--- src/rtl/pg_pkg.sv ---
// Shared constants and helpers for the pg project's byte I/O paths.
package pg_pkg;

  localparam int BYTE_W          = 8;
  localparam int DEPTH_DEF       = 4;
  localparam int SYNC_STAGES_DEF = 2;

  // Occupancy must represent 0..depth inclusive.
  function automatic int cnt_w(input int depth);
    return $clog2(depth + 1);
  endfunction

endpackage

--- src/rtl/pg_uio_reader_if.sv ---
// Outbound byte stream from the UIO reader to core logic, with occupancy/status.
interface pg_uio_reader_if
  import pg_pkg::*;
#(
  parameter int DEPTH = DEPTH_DEF
);

  logic [BYTE_W-1:0]       out_data;
  logic                    out_valid;
  logic                    out_ready;
  logic [cnt_w(DEPTH)-1:0] fifo_count;
  logic                    overflow;

  modport master (
    output out_data,
    output out_valid,
    input  out_ready,
    output fifo_count,
    output overflow
  );

  modport slave (
    input  out_data,
    input  out_valid,
    output out_ready,
    input  fifo_count,
    input  overflow
  );

endinterface

--- src/rtl/pg_sync_edge.sv ---
// Synchronizes an async pin through STAGES flops and emits a one-cycle pulse per rising edge.
// Pulse is combinational off the last sync flop and a history flop; no backpressure.
module pg_sync_edge #(
  parameter int STAGES = 2
) (
  input  logic clk,
  input  logic rst,
  input  logic async_i,
  output logic pulse_o
);

  logic [STAGES-1:0] sync_q;
  logic              hist_q;

  always_ff @(posedge clk) begin
    if (rst) begin
      sync_q <= '0;
      hist_q <= 1'b0;
    end else begin
      sync_q <= {sync_q[STAGES-2:0], async_i};
      hist_q <= sync_q[STAGES-1];
    end
  end

  assign pulse_o = sync_q[STAGES-1] & ~hist_q;

endmodule

--- src/rtl/pg_uio_reader.sv ---
// Strobe-qualified byte receiver feeding a FWFT FIFO; strobe-to-valid latency SYNC_STAGES+1 clocks.
// Bytes arriving while full with no pop are dropped and flagged in the sticky overflow bit.
module pg_uio_reader
  import pg_pkg::*;
#(
  parameter int DEPTH       = DEPTH_DEF,
  parameter int SYNC_STAGES = SYNC_STAGES_DEF
) (
  input  logic              clk,
  input  logic              rst,
  input  logic [BYTE_W-1:0] rx_data,
  input  logic              rx_strobe,
  input  logic              clear,
  pg_uio_reader_if.master   out_if
);

  localparam int PTR_W = $clog2(DEPTH);
  localparam int CNT_W = cnt_w(DEPTH);

  logic [BYTE_W-1:0] mem_q [DEPTH];
  logic [PTR_W-1:0]  wr_ptr_q, wr_ptr_d;
  logic [PTR_W-1:0]  rd_ptr_q, rd_ptr_d;
  logic [CNT_W-1:0]  count_q, count_d;
  logic              ovf_q, ovf_d;

  logic push, pop, full, wr_en;

  pg_sync_edge #(
    .STAGES (SYNC_STAGES)
  ) u_sync_edge (
    .clk     (clk),
    .rst     (rst),
    .async_i (rx_strobe),
    .pulse_o (push)
  );

  assign full  = (count_q == CNT_W'(DEPTH));
  assign pop   = (count_q != '0) && out_if.out_ready;
  // A pop in the same cycle frees the slot, so a full FIFO still accepts the byte.
  assign wr_en = push && (!full || pop);

  always_comb begin
    wr_ptr_d = wr_ptr_q;
    rd_ptr_d = rd_ptr_q;
    count_d  = count_q;
    ovf_d    = ovf_q;
    if (clear) begin
      wr_ptr_d = '0;
      rd_ptr_d = '0;
      count_d  = '0;
      ovf_d    = 1'b0;
    end else begin
      if (wr_en) wr_ptr_d = wr_ptr_q + PTR_W'(1);
      if (pop)   rd_ptr_d = rd_ptr_q + PTR_W'(1);
      if (wr_en && !pop)      count_d = count_q + CNT_W'(1);
      else if (!wr_en && pop) count_d = count_q - CNT_W'(1);
      if (push && !wr_en) ovf_d = 1'b1;
    end
  end

  always_ff @(posedge clk) begin
    if (rst) begin
      for (int i = 0; i < DEPTH; i++) mem_q[i] <= '0;
      wr_ptr_q <= '0;
      rd_ptr_q <= '0;
      count_q  <= '0;
      ovf_q    <= 1'b0;
    end else begin
      if (wr_en && !clear) mem_q[wr_ptr_q] <= rx_data;
      wr_ptr_q <= wr_ptr_d;
      rd_ptr_q <= rd_ptr_d;
      count_q  <= count_d;
      ovf_q    <= ovf_d;
    end
  end

  assign out_if.out_data   = mem_q[rd_ptr_q];
  assign out_if.out_valid  = (count_q != '0);
  assign out_if.fifo_count = count_q;
  assign out_if.overflow   = ovf_q;

endmodule
--- src/flat_wrapper.sv ---
// flat-port wrapper written by rule: the top's interface ports become plain ports
module pg_uio_reader_flat import pg_pkg::*;
#(
  parameter int DEPTH       = DEPTH_DEF,
  parameter int SYNC_STAGES = SYNC_STAGES_DEF
)
  (clk, rst, rx_data, rx_strobe, clear, out_if_out_data, out_if_out_valid, out_if_out_ready, out_if_fifo_count, out_if_overflow);
  pg_uio_reader_if #(.DEPTH(DEPTH)) out_if_i ();
  input  logic clk;
  input  logic rst;
  input  logic [BYTE_W-1:0] rx_data;
  input  logic rx_strobe;
  input  logic clear;
  output wire logic [$bits(out_if_i.out_data)-1:0] out_if_out_data;
  output wire logic [$bits(out_if_i.out_valid)-1:0] out_if_out_valid;
  input wire logic [$bits(out_if_i.out_ready)-1:0] out_if_out_ready;
  output wire logic [$bits(out_if_i.fifo_count)-1:0] out_if_fifo_count;
  output wire logic [$bits(out_if_i.overflow)-1:0] out_if_overflow;
  assign out_if_out_data = out_if_i.out_data;
  assign out_if_out_valid = out_if_i.out_valid;
  assign out_if_i.out_ready = out_if_out_ready;
  assign out_if_fifo_count = out_if_i.fifo_count;
  assign out_if_overflow = out_if_i.overflow;
  pg_uio_reader #(.DEPTH(DEPTH), .SYNC_STAGES(SYNC_STAGES)) u_core (.clk(clk), .rst(rst), .rx_data(rx_data), .rx_strobe(rx_strobe), .clear(clear), .out_if(out_if_i));
endmodule
--- config.mk ---
export PLATFORM = sky130hd
export DESIGN_NAME = pg_uio_reader_flat
export DESIGN_NICKNAME = d
export VERILOG_FILES = /design/src/rtl/pg_pkg.sv /design/src/rtl/pg_uio_reader_if.sv /design/src/rtl/pg_sync_edge.sv /design/src/rtl/pg_uio_reader.sv /design/src/flat_wrapper.sv
export SDC_FILE = /design/constraint.sdc
export NUM_CORES = 1
export LEC_CHECK = 0
export BUFFER_PORTS_ARGS = -buffer_cell sky130_fd_sc_hd__buf_2
export CAP_MARGIN = 40
export CORE_MARGIN = 2
export CORE_UTILIZATION = 51
export CTS_CLUSTER_DIAMETER = 150
export DETAILED_ROUTE_END_ITERATION = 7
export PLACE_DENSITY = 0.74
export SETUP_SLACK_MARGIN = 0.4
export SYNTH_ARGS = -nofsm -noshare
export SYNTH_HDL_FRONTEND = slang
export SYNTH_SLANG_ARGS = --single-unit
--- constraint.sdc ---
create_clock -name clk -period 2.15 [get_ports clk]
set_input_delay 0.215 -clock clk [delete_from_list [all_inputs] [get_ports clk]]
set_output_delay 0.215 -clock clk [all_outputs]
set_load 0.01 [all_outputs]
==> results summary <==
The flow ran to the end, and the final reports show no timing, DRC or antenna violations. Dividing the detail-routed via count by the number of cells gives 5.507. The overall die area is 0.004487 mm². The top cell types in the final layout, fill and taps aside, are 32 x sky130_fd_sc_hd__edfxtp_1, 24 x sky130_fd_sc_hd__buf_2, 22 x sky130_fd_sc_hd__and3_1. The library cell used most frequently in the layout, excluding fill and tap cells, is sky130_fd_sc_hd__edfxtp_1. The signal on the critical path passes through o31ai_4 -> ha_2 -> inv_2 -> fa_2 -> xor2_1 -> or3_1 -> a21oi_1. The final worst-path cycle share is 88.74%. The first detailed-routing pass took 4 iterations.

The share of the yosys chip area belonging to registers came out at 60.36%. The area of the core came out at 0.003744 mm². Setup repair after global routing could not meet its margin everywhere.

TritonCTS built the clock tree. The total of endpoints with negative setup slack in the final report came out at 0. The number of stages on the worst setup path came out at 7. After detailed routing, the total wire length is 3.751 mm. The initial antenna violation count came to 0. The reported leakage power is 1.020 nW. For the final database, setup skew stands at 0.005527 ns. The fill cell instance count of the final layout came out at 292. The source of the worst register-to-register timing path is u_core.out_if.fifo_count[1]$_SDFFE_PP0P_. The number of cells on the worst hold path is 2. The synthesis-to-layout area growth came out at 18.68%. The final-stage net count is 191. The number of buffers and inverters on the critical path is 1. The number of clock sinks is 45. The logic depth of the worst register-to-register path is 7. From left edge to right edge, the die measures 66.99 µm. The first global-routing pass estimated 6.196 mm of wire. For this run, design rule violations remaining after detail routing come to 0. The worst-case headroom to the max-slew limit came out at 60.63%.

The number of buffers on the longest clock path came out at 2. After legalization and detailed placement, the total HPWL measured 2.458 mm. The setup path with the least slack is of type flip-flop to flip-flop.

The height of the die came out at 66.99 µm. The worst setup path is launched from a flip-flop. The total routing resource utilization after global routing came out at 19.85%.

The power density over cell area came out at 731.1 mW/mm². The placer's final routability congestion estimate came out at 0.7423. The CTS buffer count came out at 5. The average wire per standard cell is 16.67 µm. The cell count after synthesis came out at 140.

The most critical setup path has its startpoint at u_core.out_if.fifo_count[1]$_SDFFE_PP0P_. The final hold violation count came to 0. The number of pins with negative max-slew slack in the final report came to 0. The antenna diode count came out at 0. The post-layout minimum cycle time is 1.908 ns. The cell family contributing the most delay on the critical path is adder cells. The transition time at the pin with the least slew margin came out at 0.5905 ns. The slowest stage of the critical path belongs to the cell sky130_fd_sc_hd__dfxtp_4. For the worst setup path, the data arrival time is 2.13 ns.

The routed layout has 1239 vias. The maximum clock rate is 0.5241 GHz. Dividing the synthesized area by the synthesized cell count gives 14.45 µm². STA classifies the critical path endpoint as a flip-flop. In this run the clock root is driven by a sky130_fd_sc_hd__clkbuf_8. Of all nets on the critical path, the largest fanout is 5. The initial cell density of the core is 54.04%. The first-iteration detailed-routing DRC count is 80. The proportion of layout cells with a drive suffix above 1 came out at 45.76%. The CTS clock-pin slew for the worst setup and hold paths is 0.08 ns. The floorplan has 22 rows. The worst hold path belongs to the class primary input to flip-flop.

The number of global-route vias before repair came out at 1327. The number of cells after detailed placement came out at 211. Entering global routing, the biggest net connects 33 pins. The maximum level of the CTS H-tree is 2.

The startpoint identified for the worst hold timing path is rx_strobe. Counting flops and latches in the post-synthesis netlist gives 45. The total I/O pin count came out at 26.

The netlist area before placement is 0.002023 mm². The peak per-stage delay on the critical path is 0.38 ns. The sum of negative setup slack came out at 0 ns.

The clock latency reported for the late side of the worst-skew pair came out at 0.30 ns. Synthesis produced a netlist with a net count of 155. The number of max-capacitance violations reported is 0. The number of port buffers is 25. The required time of the critical path came out at 2.37 ns. During synthesis, Yosys emitted a total of 0 warnings. The count of nets left with antenna violations once routing finished came out at 0. Yosys mapped the design onto 35 distinct sky130hd cell types. The maximum VDD drop is 0.6407 mV. The total global routing overflow came out at 0. The count of cells in the finished layout, fillers not included, comes to 225.
## kinds of logic (layout without fill, tap and decap cells)
group	Yosys count	after routing	synth area share (%)
AND/OR/NAND/NOR	58	58	18.92
flip-flops	45	45	60.36
AO/OA/AOI/OAI	12	12	4.206
buffers and inverters	10	47	3.772
multiplexers	9	9	9.400
XOR/XNOR	4	4	1.731
adder cells (fa/ha/maj)	2	2	1.608
## sequential cells by signal, indices dropped and copies added (netlist names), named ones only
| signal | cells |
|---|---|
| u_core.out_if.fifo_count | 3 |
| u_core.mem_q | 32 |
| u_core.out_if.overflow | 1 |
| u_core.u_sync_edge.sync_q | 2 |
| u_core.u_sync_edge.hist_q | 1 |
| u_core.wr_ptr_q | 2 |
| u_core.rd_ptr_q | 2 |
## power breakdown
group	total (mW)	switching (mW)	internal, mW
logic	0.147	0.0759	0.0707
registers	0.968	0.0145	0.954
clock network	0.641	0.293	0.348
total	1.76	0.384	1.37
## path summary, 6_finish.rpt
| check | endpoint | slack (ns) |
|---|---|---|
| worst max-delay path | u_core.out_if.fifo_count[2]$_SDFFE_PP0P_ | 0.24 |
| worst min-delay path | u_core.u_sync_edge.sync_q[0]$_SDFF_PP0_ | 0.13 |
| worst min register to register | u_core.u_sync_edge.sync_q[1]$_SDFF_PP0_ | 0.46 |
| worst max register to register | u_core.out_if.fifo_count[2]$_SDFFE_PP0P_ | 0.24 |
## cell usage after synthesis
cell type | instances | area, µm²
sky130_fd_sc_hd__or3_1 | 2 | 12.51
sky130_fd_sc_hd__and3_1 | 22 | 137.6
sky130_fd_sc_hd__a21oi_1 | 3 | 15.01
sky130_fd_sc_hd__edfxtp_1 | 32 | 960.9
sky130_fd_sc_hd__o311ai_0 | 2 | 17.52
sky130_fd_sc_hd__and2_1 | 3 | 18.77
sky130_fd_sc_hd__nor3_4 | 1 | 16.27
sky130_fd_sc_hd__nor4b_4 | 1 | 23.77
sky130_fd_sc_hd__a21o_2 | 3 | 26.28
sky130_fd_sc_hd__inv_1 | 2 | 7.510
sky130_fd_sc_hd__nor2b_1 | 3 | 18.77
sky130_fd_sc_hd__nand2_1 | 1 | 3.750
sky130_fd_sc_hd__nor3_1 | 1 | 5.000
sky130_fd_sc_hd__a31o_2 | 1 | 8.760
sky130_fd_sc_hd__o31ai_1 | 1 | 7.510
sky130_fd_sc_hd__nand4_1 | 1 | 6.260
sky130_fd_sc_hd__ha_1 | 1 | 12.51
sky130_fd_sc_hd__nor2_1 | 9 | 33.78
sky130_fd_sc_hd__buf_6 | 5 | 56.30
sky130_fd_sc_hd__dfxtp_1 | 13 | 260.3
sky130_fd_sc_hd__or4b_2 | 1 | 10.01
sky130_fd_sc_hd__and2_2 | 5 | 37.54
sky130_fd_sc_hd__and2b_2 | 3 | 26.28
sky130_fd_sc_hd__fa_1 | 1 | 20.02
sky130_fd_sc_hd__o21ai_0 | 2 | 10.01
sky130_fd_sc_hd__or2_0 | 1 | 6.260
sky130_fd_sc_hd__clkbuf_1 | 1 | 3.750
sky130_fd_sc_hd__and3_2 | 2 | 15.01
sky130_fd_sc_hd__mux2i_1 | 1 | 10.01
sky130_fd_sc_hd__buf_2 | 1 | 5.000
sky130_fd_sc_hd__nand3_1 | 1 | 5.000
sky130_fd_sc_hd__buf_1 | 1 | 3.750
sky130_fd_sc_hd__xor2_1 | 4 | 35.03
sky130_fd_sc_hd__nand2b_1 | 1 | 6.260
sky130_fd_sc_hd__mux4_2 | 8 | 180.2
## per-stage QoR
step                instance area (µm²)  total power [mW]  worst slack (ns)  utilization [%]  hold WS, ns
finish                             2401             1.755            0.2420            64.14       0.1300
global route                       2401             1.822            0.1511            64.14       0.1313
CTS                                2386             1.769            0.2589            63.74       0.1207
detailed placement                 2212             1.122            0.1644            59.09       0.4384
global placement                   2212             1.114            0.2803            59.09       0.4377
floorplan                          2051             1.073            0.3129                -       0.3575
## what timing repair did
action                                  in CTS  in global routing
buffers inserted                             5                  1
hold buffers                                 0                  0
resized for setup                            6                  2
endpoints found under the setup margin      35                  3
pin swaps                                    3                  1
## layer usage
| metal | vias up | global-route usage, % | wire length [µm] |
|---|---|---|---|
| li1 | 598 | - | - |
| met1 | 606 | 22.46 | 1611 |
| met2 | 28 | 34.50 | 1965 |
| met3 | 7 | 5.743 | 109 |
| met4 | 0 | 8.929 | 65 |
| met5 | - | 0 | 0 |
## layout make-up
class / count / area [µm²] / area share, %
inverters: 2 / 7.507 / 0.3127
multi-input cells: 85 / 759.5 / 31.63
clock inverters: 3 / 46.29 / 1.928
clock buffers: 5 / 68.82 / 2.866
repair buffers: 37 / 225.2 / 9.380
well taps: 48 / 60.06 / 2.501
flip-flops and latches: 45 / 1234 / 51.38
No activity file was read; power rests on OpenSTA's default activity.
